--- src/rtl/bsg_counter_window_sampler.sv ---
`default_nettype none
// ============================================================================
// Module   : bsg_counter_window_sampler
// Brief    : Sequences an external clear/up counter over fixed windows of
//            window_p cycles. At each window end the counter value is
//            captured and offered downstream with a valid/ready handshake.
//            Samples overwritten before acceptance are counted (saturating).
// Options  : BSG_COUNTER_WINDOW_SAMPLER_SAT_EN - block up_o while the paired
//            counter sits at max_val_p so the window count saturates.
// Revision : 1.0 - initial release
// ============================================================================
module bsg_counter_window_sampler #(
   parameter int  window_p  = 16,
   parameter int  max_val_p = 64,
   localparam int c_CNT_W   = $clog2(max_val_p + 1),
   localparam int c_WT_W    = $clog2(window_p)
) (
   input  logic               clk_i,
   input  logic               reset_n_i,
   input  logic               en_i,
   input  logic               event_i,
   input  logic [c_CNT_W-1:0] count_i,
   output logic               up_o,
   output logic               clear_o,
   output logic               sample_v_o,
   output logic [c_CNT_W-1:0] sample_data_o,
   input  logic               sample_ready_i,
   output logic [3:0]         drop_count_o
);

   localparam logic [0:0]        c_IDLE    = 1'b0;
   localparam logic [0:0]        c_RUN     = 1'b1;
   localparam logic [c_WT_W-1:0] c_WT_LAST = c_WT_W'(window_p - 1);
   localparam logic [3:0]        c_DROP_MAX = 4'hF;

   logic [0:0]         r_state;
   logic [c_WT_W-1:0]  r_wt;
   logic               r_v;
   logic [c_CNT_W-1:0] r_data;
   logic [3:0]         r_drop;

   logic w_run;
   logic w_start;
   logic w_abort;
   logic w_win_end;
   logic w_accept;
   logic w_at_max;

   assign w_run     = (r_state == c_RUN);
   assign w_start   = !w_run && en_i;
   assign w_abort   = w_run && !en_i;
   // A window end captures even if enable drops in the same cycle.
   assign w_win_end = w_run && (r_wt == c_WT_LAST);
   assign w_accept  = r_v && sample_ready_i;

`ifdef BSG_COUNTER_WINDOW_SAMPLER_SAT_EN
   localparam logic [c_CNT_W-1:0] c_MAX = c_CNT_W'(max_val_p);
   assign w_at_max = (count_i == c_MAX);
`else
   assign w_at_max = 1'b0;
`endif

   // Counter controls: held in clear with no increments while reset is low.
   // An event on a clear cycle lands in the next window (count*~clear+up).
   assign up_o    = reset_n_i && event_i && (w_run || en_i) && !w_at_max;
   assign clear_o = !reset_n_i || w_start || w_abort || w_win_end;

   assign sample_v_o    = r_v;
   assign sample_data_o = r_data;
   assign drop_count_o  = r_drop;

   // Window sequencing: IDLE waits for enable, RUN steps the window timer.
   always_ff @(posedge clk_i or negedge reset_n_i) begin
      if (!reset_n_i) begin
         r_state <= c_IDLE;
         r_wt    <= '0;
      end else begin
         case (r_state)
            c_IDLE: begin
               r_wt <= '0;
               if (en_i) begin
                  r_state <= c_RUN;
               end
            end
            c_RUN: begin
               if (!en_i) begin
                  r_state <= c_IDLE;
                  r_wt    <= '0;
               end else if (w_win_end) begin
                  r_wt <= '0;
               end else begin
                  r_wt <= r_wt + 1'b1;
               end
            end
            default: begin
               r_state <= c_IDLE;
               r_wt    <= '0;
            end
         endcase
      end
   end

   // Sample register: a capture always wins, otherwise an accept empties it.
   always_ff @(posedge clk_i or negedge reset_n_i) begin
      if (!reset_n_i) begin
         r_v    <= 1'b0;
         r_data <= '0;
      end else if (w_win_end) begin
         r_v    <= 1'b1;
         r_data <= count_i;
      end else if (w_accept) begin
         r_v <= 1'b0;
      end
   end

   // Drop counter: a capture over an unaccepted sample loses the old one.
   always_ff @(posedge clk_i or negedge reset_n_i) begin
      if (!reset_n_i) begin
         r_drop <= '0;
      end else if (w_start) begin
         r_drop <= '0;
      end else if (w_win_end && r_v && !sample_ready_i && (r_drop != c_DROP_MAX)) begin
         r_drop <= r_drop + 4'd1;
      end
   end

endmodule
`default_nettype wire
--- config.mk ---
export PLATFORM = sky130hd
export DESIGN_NAME = bsg_counter_window_sampler
export DESIGN_NICKNAME = d
export VERILOG_FILES = /design/src/rtl/bsg_counter_window_sampler.sv
export SDC_FILE = /design/constraint.sdc
export NUM_CORES = 1
export LEC_CHECK = 0
export CORE_ASPECT_RATIO = 0.8
export CORE_UTILIZATION = 31
export DETAILED_ROUTE_END_ITERATION = 8
export PLACE_DENSITY_LB_ADDON = 0.2
export SLEW_MARGIN = 20
export SYNTH_ARGS = -nofsm -noshare
export SYNTH_HDL_FRONTEND = slang
export SYNTH_SLANG_ARGS = --single-unit
--- constraint.sdc ---
create_clock -name clk_i -period 1.76 [get_ports clk_i]
set_input_delay 0.352 -clock clk_i [delete_from_list [all_inputs] [get_ports clk_i]]
set_output_delay 0.352 -clock clk_i [all_outputs]
set_load 0.1 [all_outputs]
Yosys cells after proc, flatten, opt, wreduce, memory -nomap -nowiden --
Cells that the tools add are included.
Storage, ports and cells: word-level logic and storage cells 37, output and inout port bits 14, register bits after elaboration 17, input port bits 12
Cells by class: equality and inequality tests 2, reduce and logical (&&, ||, !) cells 19, multiplexer cells 8, add/sub/neg operators 2, bitwise operators 1
Operators with widths (count):
- 2-to-1 mux 4 bit | 4
- logical AND 1 bit | 9
- adder 4 x 1 -> 4 bit (second input constant) | 2
- one-hot mux 4 bit (2 select lines) | 1
- equality test 4 bit (second input constant) | 1
- logical NOT 1 bit | 4
- logical OR 1 bit | 4
- != test 4 bit (second input constant) | 1
- nonzero test 2 bit | 2
- 2-to-1 mux 1 bit | 3
- NOT 1 bit | 1

Longest topological paths before layout --
Gate-level depths: netlist (run 1).
depth after elaboration 7, mapped depth 5, depth with buffers taken out 4

Worst setup path after synthesis (run 1) --
Ideal clock, no wire load.
path kind register to output, start point register r_wt[0], end point output clear_o, path buffers 0, arrival time 2.155 ns, slack -0.747 ns, stages on the path, launching flop included 5, cells stage by stage dfrtp_1 -> ha_1 -> nand3_1 -> nor2b_1 -> o21ai_1
Between the ends: word-level cells in the longest chain between the ends 3
RTL lines:
- start, declared | RTL line 37 | logic [c_WT_W-1:0] r_wt;
- start signal, assigned | RTL line 92 | r_wt <= r_wt + 1'b1;
- equality test 4 bit | RTL line 53 | assign w_win_end = w_run && (r_wt == c_WT_LAST);
- logical AND 1 bit | RTL line 53
- logical OR 1 bit | RTL line 66 | assign clear_o = !reset_n_i || w_start || w_abort || w_win_end;
- end, declared | RTL line 24 | output logic clear_o,
No other way between the ends.

Worst setup path after layout (run 1) --
start point register r_wt[1], end point output clear_o
Same word-level chain as after synthesis.

==> impl_metrics.tcl, run 1 <==
set metrics [dict create \
    grt_overflow 0 \
    cts_sinks 17 \
    die_height_um 46.78 \
    max_cap_violations 0 \
    whs_ns 0.5425 \
    post_synth.cell_area_avg_um2 9.835 \
    tritoncts_clock_tree "built" \
    finalSetupViolCount 0 \
    cts.reportedPaths.clkPinSlew_ns 0.09 \
    postLayoutCellArea_mm2 0.001343 \
    layout.nets 133 \
    htree_levels 1 \
    routed_wirelength_mm 1.664 \
    latest_clock_arrival_within_the_worst_skew_pair_ns 0.30 \
    hold_viol 0 \
    violations "DRC" \
    worst_path_largest_cell_delay_ns 0.40 \
    portBuffers 25 \
    relSlewSlack 0.7981 \
    min_path_cells 2 \
    highest_clock_rate_mhz 571.6 \
    coreArea_mm2 0.002252 \
    worst_path_max_delay_cell "sky130_fd_sc_hd__dfrtp_1" \
    drc 1 \
    cp_max_fo 2 \
    dp_slack_ns -0.01225 \
    clock_path_buffers 2 \
    antenna_found_initial 0 \
    syn_nets 93 \
    detailed_place_hpwl_mm 1.242 \
    layout_worst_path_cycle_share 0.9939 \
    cp.required_ns 1.41 \
    synthCells 79 \
    dpl-instance-area_mm2 0.001216 \
    avgRoutedWirePerCell_um 11.64 \
    status "finished, violations left" \
    first_global_vias 622 \
    synth.cell_area_um2 777.0 \
    finClkSkew_ns 0.007389 \
    power_density_mw_per_mm2 521.8 \
    track_usage 0.1455 \
    grt_max_degree 18 \
    vias 667 \
    first_pass_grt_wire_length_mm 2.773 \
    setup_slack_ns 0.01065 \
    min_delay_worst_type "reg2reg" \
    minimum_period_implied_by_the_final_worst_setup_slack_ns 1.749 \
    critPathKind "reg2out" \
    cts_root_buffer "sky130_fd_sc_hd__clkbuf_4" \
    detail_route.iter0.violations 12 \
    post_route_cells_drive_above_1_share 0.3390 \
    std_cell_rows 15 \
    worst_r2r_path_depth 10 \
    num_antenna_cells 0 \
    netlist-cell-type-count 22 \
    setup-tns-final_ns 0 \
    via_per_inst 4.664 \
    ioPinCount 26 \
    final_cell_mix "sky130_fd_sc_hd__nand2_1 (28), sky130_fd_sc_hd__dfrtp_1 (14), sky130_fd_sc_hd__buf_12 (14)" \
    synth_seq_cells 17 \
    grt_setup_unrepaired "true" \
    vdd_drop_max_mv 0.3624 \
    p_leak_nw 0.6001 \
    dpl.cell_count 130 \
    place.gp.congestion 0.7677 \
    area_growth_from_synthesis_to_final_layout_pct 72.79 \
    final_core_utilization 0.5961 \
    fillers 191 \
    first_pass_iters 6 \
    worst_ep_arrival_time_ns 1.40 \
    timing.final.max_slew_violations 0 \
    drt.antenna.violating_nets 0 \
    layout.cells.most_common "sky130_fd_sc_hd__nand2_1" \
    critical_path.startpoint_type "register" \
    final-instance-count-excl-fill 143 \
    start_util 0.3450 \
    report.power.total_mw 0.7006 \
    horizontal_die_dimension_um 57.98 \
    tightest_slew_ns 0.3018 \
    design.die.area_mm2 0.002712 \
    ys_seq_area_frac 0.5475 \
    cts_inserted_buffers 3 \
    synth-warning-count 0 \
    timing.critical_path.cells "ha_4 -> nand3_2 -> nor2b_4 -> o21ai_4 -> buf_12" \
    critPathCaptureType "output port" \
]
-- repair_timing --
action,CTS,global route
gates resized for setup,5,1
setup buffers,8,1
pin swaps,2,0
endpoints found under the setup margin,1,1
hold buffers,0,0
-- path summary, 6_finish.rpt --
check                            startpoint               end  slack, ns
max in group asynchronous         reset_n_i   drop_count_o[1]       1.00
max                                 r_wt[1]           clear_o       0.01
min reg2reg                sample_data_o[3]  sample_data_o[3]       0.54
max reg2reg                         r_wt[1]           r_wt[0]       0.17
min                        sample_data_o[3]  sample_data_o[3]       0.54
min in group asynchronous         reset_n_i   drop_count_o[2]       0.55
-- registers in the layout, summed over array words and instances (netlist names) --
name           cells
r_state            1
sample_data_o      7
drop_count_o       4
r_wt               4
sample_v_o         1
-- cells in the mapped netlist --
cell type	number	area share
sky130_fd_sc_hd__nor4_4	1	0.027
sky130_fd_sc_hd__nand2_1	28	0.14
sky130_fd_sc_hd__mux2i_1	4	0.052
sky130_fd_sc_hd__and2_1	1	0.0081
sky130_fd_sc_hd__nor3_1	1	0.0064
sky130_fd_sc_hd__nor2b_1	1	0.0081
sky130_fd_sc_hd__o21ai_0	1	0.0064
sky130_fd_sc_hd__and3_1	1	0.0081
sky130_fd_sc_hd__o21ai_1	1	0.0064
sky130_fd_sc_hd__nor3_2	1	0.013
sky130_fd_sc_hd__xnor2_1	1	0.011
sky130_fd_sc_hd__and4_1	1	0.011
sky130_fd_sc_hd__nand3_1	4	0.026
sky130_fd_sc_hd__clkbuf_1	1	0.0048
sky130_fd_sc_hd__inv_1	3	0.014
sky130_fd_sc_hd__nor2_1	5	0.024
sky130_fd_sc_hd__ha_1	2	0.032
sky130_fd_sc_hd__buf_6	1	0.014
sky130_fd_sc_hd__nand4_2	1	0.016
sky130_fd_sc_hd__nand2b_1	2	0.016
sky130_fd_sc_hd__xor2_1	1	0.011
sky130_fd_sc_hd__dfrtp_1	17	0.55
-- layout make-up --
cell class	count	area, um2	share of cell area
clock buffer	4	26.28	0.01957
inverter	3	11.26	0.008388
multi-input combinational	57	364.1	0.2712
sequential	17	429.2	0.3197
tap	25	31.28	0.02330
timing repair buffer	37	480.5	0.3579
-- logic make-up (layout without fill, tap and decap cells) --
group	Yosys count	count (layout)	share of synthesized area
XOR/XNOR	2	2	0.02255
AND/OR/NAND/NOR	47	47	0.2995
buffers and inverters	5	44	0.03381
multiplexers	4	4	0.05153
adder cells (fa/ha/maj)	2	2	0.03220
flip-flops	17	17	0.5475
AO/OA/AOI/OAI	2	2	0.01287
-- critical path: cells and delay by family, from the launching register on --
family                   cells  cell delay (ns)
buffers and inverters        1             0.19
flip-flops                   1             0.40
AND/OR/NAND/NOR              2             0.21
adder cells (fa/ha/maj)      1             0.15
AO/OA/AOI/OAI                1             0.15
-- power breakdown --
group	total (mW)	internal, mW	leakage, nW	switching (mW)
Sequential	0.398	0.394	0.193	0.00406
Combinational	0.0894	0.0439	0.393	0.0455
Clock	0.214	0.0883	0.0150	0.125
-- routing by layer --
layer  track usage  share of wire  wire length [um]
met1        0.1888           0.45               742
met2        0.2207           0.48               792
met3       0.06061          0.064               106
met4       0.05714          0.014                23
met5             0              0                 0
No activity file was read; power rests on OpenSTA's default activity.
==> inputs of run 2 (changes only) <==
==> constraint.sdc (replaced) <==
create_clock -name clk_i -period 2.15 [get_ports clk_i]
set_input_delay 0.43 -clock clk_i [delete_from_list [all_inputs] [get_ports clk_i]]
set_output_delay 0.43 -clock clk_i [all_outputs]
set_load 0.1 [all_outputs]
==> run 2 against run 1 <==
Net effect: the run still ends with DRC left; flip-flop and latch count unchanged; clock-buffer cell count unchanged; combinational power decreased by 27%; sequential power decreased by 18%; die area unchanged; clock skew decreased by 0.0060 ns; wire length decreased by 12%; power decreased by 21%; cell area decreased by 20%; worst setup slack improved by 0.17 ns; first-iteration DRC count increased by 42%; critical endpoint unchanged; largest power group unchanged.
==> impl_metrics.tcl, run 2 (same netlist as run 1, synthesis figures left out) <==
set metrics [dict create \
    final_cell_mix "sky130_fd_sc_hd__nand2_1 (28), sky130_fd_sc_hd__dfrtp_1 (17), sky130_fd_sc_hd__buf_4 (13)" \
    status "finished, violations left" \
    clock_path_buffers 2 \
    hold_viol 0 \
    std_cell_rows 15 \
    detailed_place_hpwl_mm 1.140 \
    drc 5 \
    top_layer "met4" \
    fillers 223 \
    minimum_period_implied_by_the_final_worst_setup_slack_ns 1.971 \
    routed-wl-met2_um 641 \
    dpl.cell_count 128 \
    largest_register_ffs 7 \
    portBuffers 25 \
    setup_slack_ns 0.1791 \
    critPathCaptureType "output port" \
    final-instance-count-excl-fill 132 \
    wl_met3_um 113 \
    coreArea_mm2 0.002252 \
    relSlewSlack 0.7658 \
    power_density_mw_per_mm2 518.3 \
    max_cap_violations 0 \
    dp_slack_ns 0.1908 \
    post_route_cells_drive_above_1_share 0.2150 \
    min_delay_worst_type "reg2reg" \
    worst_path_max_delay_cell "sky130_fd_sc_hd__dfrtp_1" \
    report.power.total_mw 0.5565 \
    layout.cells.most_common "sky130_fd_sc_hd__nand2_1" \
    avgRoutedWirePerCell_um 11.08 \
    finalSetupViolCount 0 \
    htree_levels 1 \
    highest_clock_rate_mhz 507.4 \
    violations "DRC" \
    via_per_inst 4.705 \
    critPathKind "reg2out" \
    horizontal_die_dimension_um 57.98 \
    first_pass_iters 5 \
    ioPinCount 26 \
    routedLengthMet1_um 695 \
    worst_path_largest_cell_delay_ns 0.38 \
    area_growth_from_synthesis_to_final_layout_pct 38.16 \
    track_usage 0.1170 \
    num_antenna_cells 0 \
    vias 621 \
    post_cts_setup_repair_bufs 0 \
    cts.reportedPaths.clkPinSlew_ns 0.09 \
    layout.nets 122 \
    design.die.area_mm2 0.002712 \
    timing.final.max_slew_violations 0 \
    postCtsResizedCells 0 \
    place.gp.congestion 0.7242 \
    latest_clock_arrival_within_the_worst_skew_pair_ns 0.28 \
    first_pass_grt_wire_length_mm 2.242 \
    cts_root_buffer "sky130_fd_sc_hd__clkbuf_4" \
    finClkSkew_ns 0.001427 \
    timing.critical_path.cells "ha_1 -> nand3_1 -> nor2b_1 -> o21ai_2 -> buf_12" \
    tritoncts_clock_tree "built" \
    worst_ep_arrival_time_ns 1.54 \
    routed_wirelength_mm 1.463 \
    start_util 0.3450 \
    vdd_drop_max_mv 0.3208 \
    cts_inserted_buffers 3 \
    drt.antenna.violating_nets 0 \
    grt_overflow 0 \
    cp_max_fo 4 \
    first_global_vias 529 \
    grt_setup_unrepaired "false" \
    cts_sinks 17 \
    final_core_utilization 0.4767 \
    critical_path.startpoint_type "register" \
    tightest_slew_ns 0.3504 \
    p_leak_nw 0.4877 \
    die_height_um 46.78 \
    setup-tns-final_ns 0 \
    layout_worst_path_cycle_share 0.9167 \
    antenna_found_initial 0 \
    detail_route.iter0.violations 17 \
    grt_max_degree 18 \
    post_cts_hold_buffer_count 0 \
    cp.required_ns 1.72 \
]
==> run 2: changes by cell type in the layout (fill, tap and decap cells not counted), sizes merged <==
cell  before  now
buf       26   15
==> run 2: area by class of cell <==
class                           count  area [um2]  area share
Timing Repair Buffer               26       247.7      0.2308
Multi-Input combinational cell     57       331.6      0.3089
Sequential cell                    17       425.4      0.3963
Clock buffer                        4       26.28     0.02448
Inverter                            3       11.26     0.01049
Tap cell                           25       31.28     0.02914
==> run 2: stage by stage <==
step           area, um2  hold slack (ns)
3_5_place_dp        1047           0.4532
3_3_place_gp        1047           0.4480
5_1_grt             1074           0.4876
4_1_cts             1074           0.4664
2_1_floorplan      783.3           0.1344
6_report            1074           0.4593
==> run 2: worst paths after layout <==
kind                       cells past startpoint       from  slack, ns          endpoint
max                                            5    r_wt[0]       0.18           clear_o
min                                            1    r_wt[0]       0.46           r_wt[0]
max reg2reg                                    4    r_wt[0]       0.60   drop_count_o[3]
min reg2reg                                    1    r_wt[0]       0.46           r_wt[0]
max in group asynchronous                      2  reset_n_i       1.38  sample_data_o[4]
min in group asynchronous                      2  reset_n_i       0.58   drop_count_o[1]
==> run 2: critical path: cells and delay by family, from the launching register on <==
kind                     cells  cell delay [ns]
AO/OA/AOI/OAI                1             0.18
adder cells (fa/ha/maj)      1             0.24
buffers and inverters        1             0.19
flip-flops                   1             0.38
AND/OR/NAND/NOR              2             0.27
==> run 2: power by group <==
part | internal (mW) | total, mW | switching (mW)
registers | 0.322 | 0.325 | 0.00260
clock network | 0.0720 | 0.167 | 0.0946
logic | 0.0309 | 0.0651 | 0.0342
==> run 2: layer usage <==
| metal | vias to the layer above | track usage |
|---|---|---|
| met5 | - | 0 |
| met4 | 0 | 0.04286 |
| met3 | 2 | 0.06061 |
| met2 | 16 | 0.1724 |
| met1 | 288 | 0.1490 |
| li1 | 315 | - |
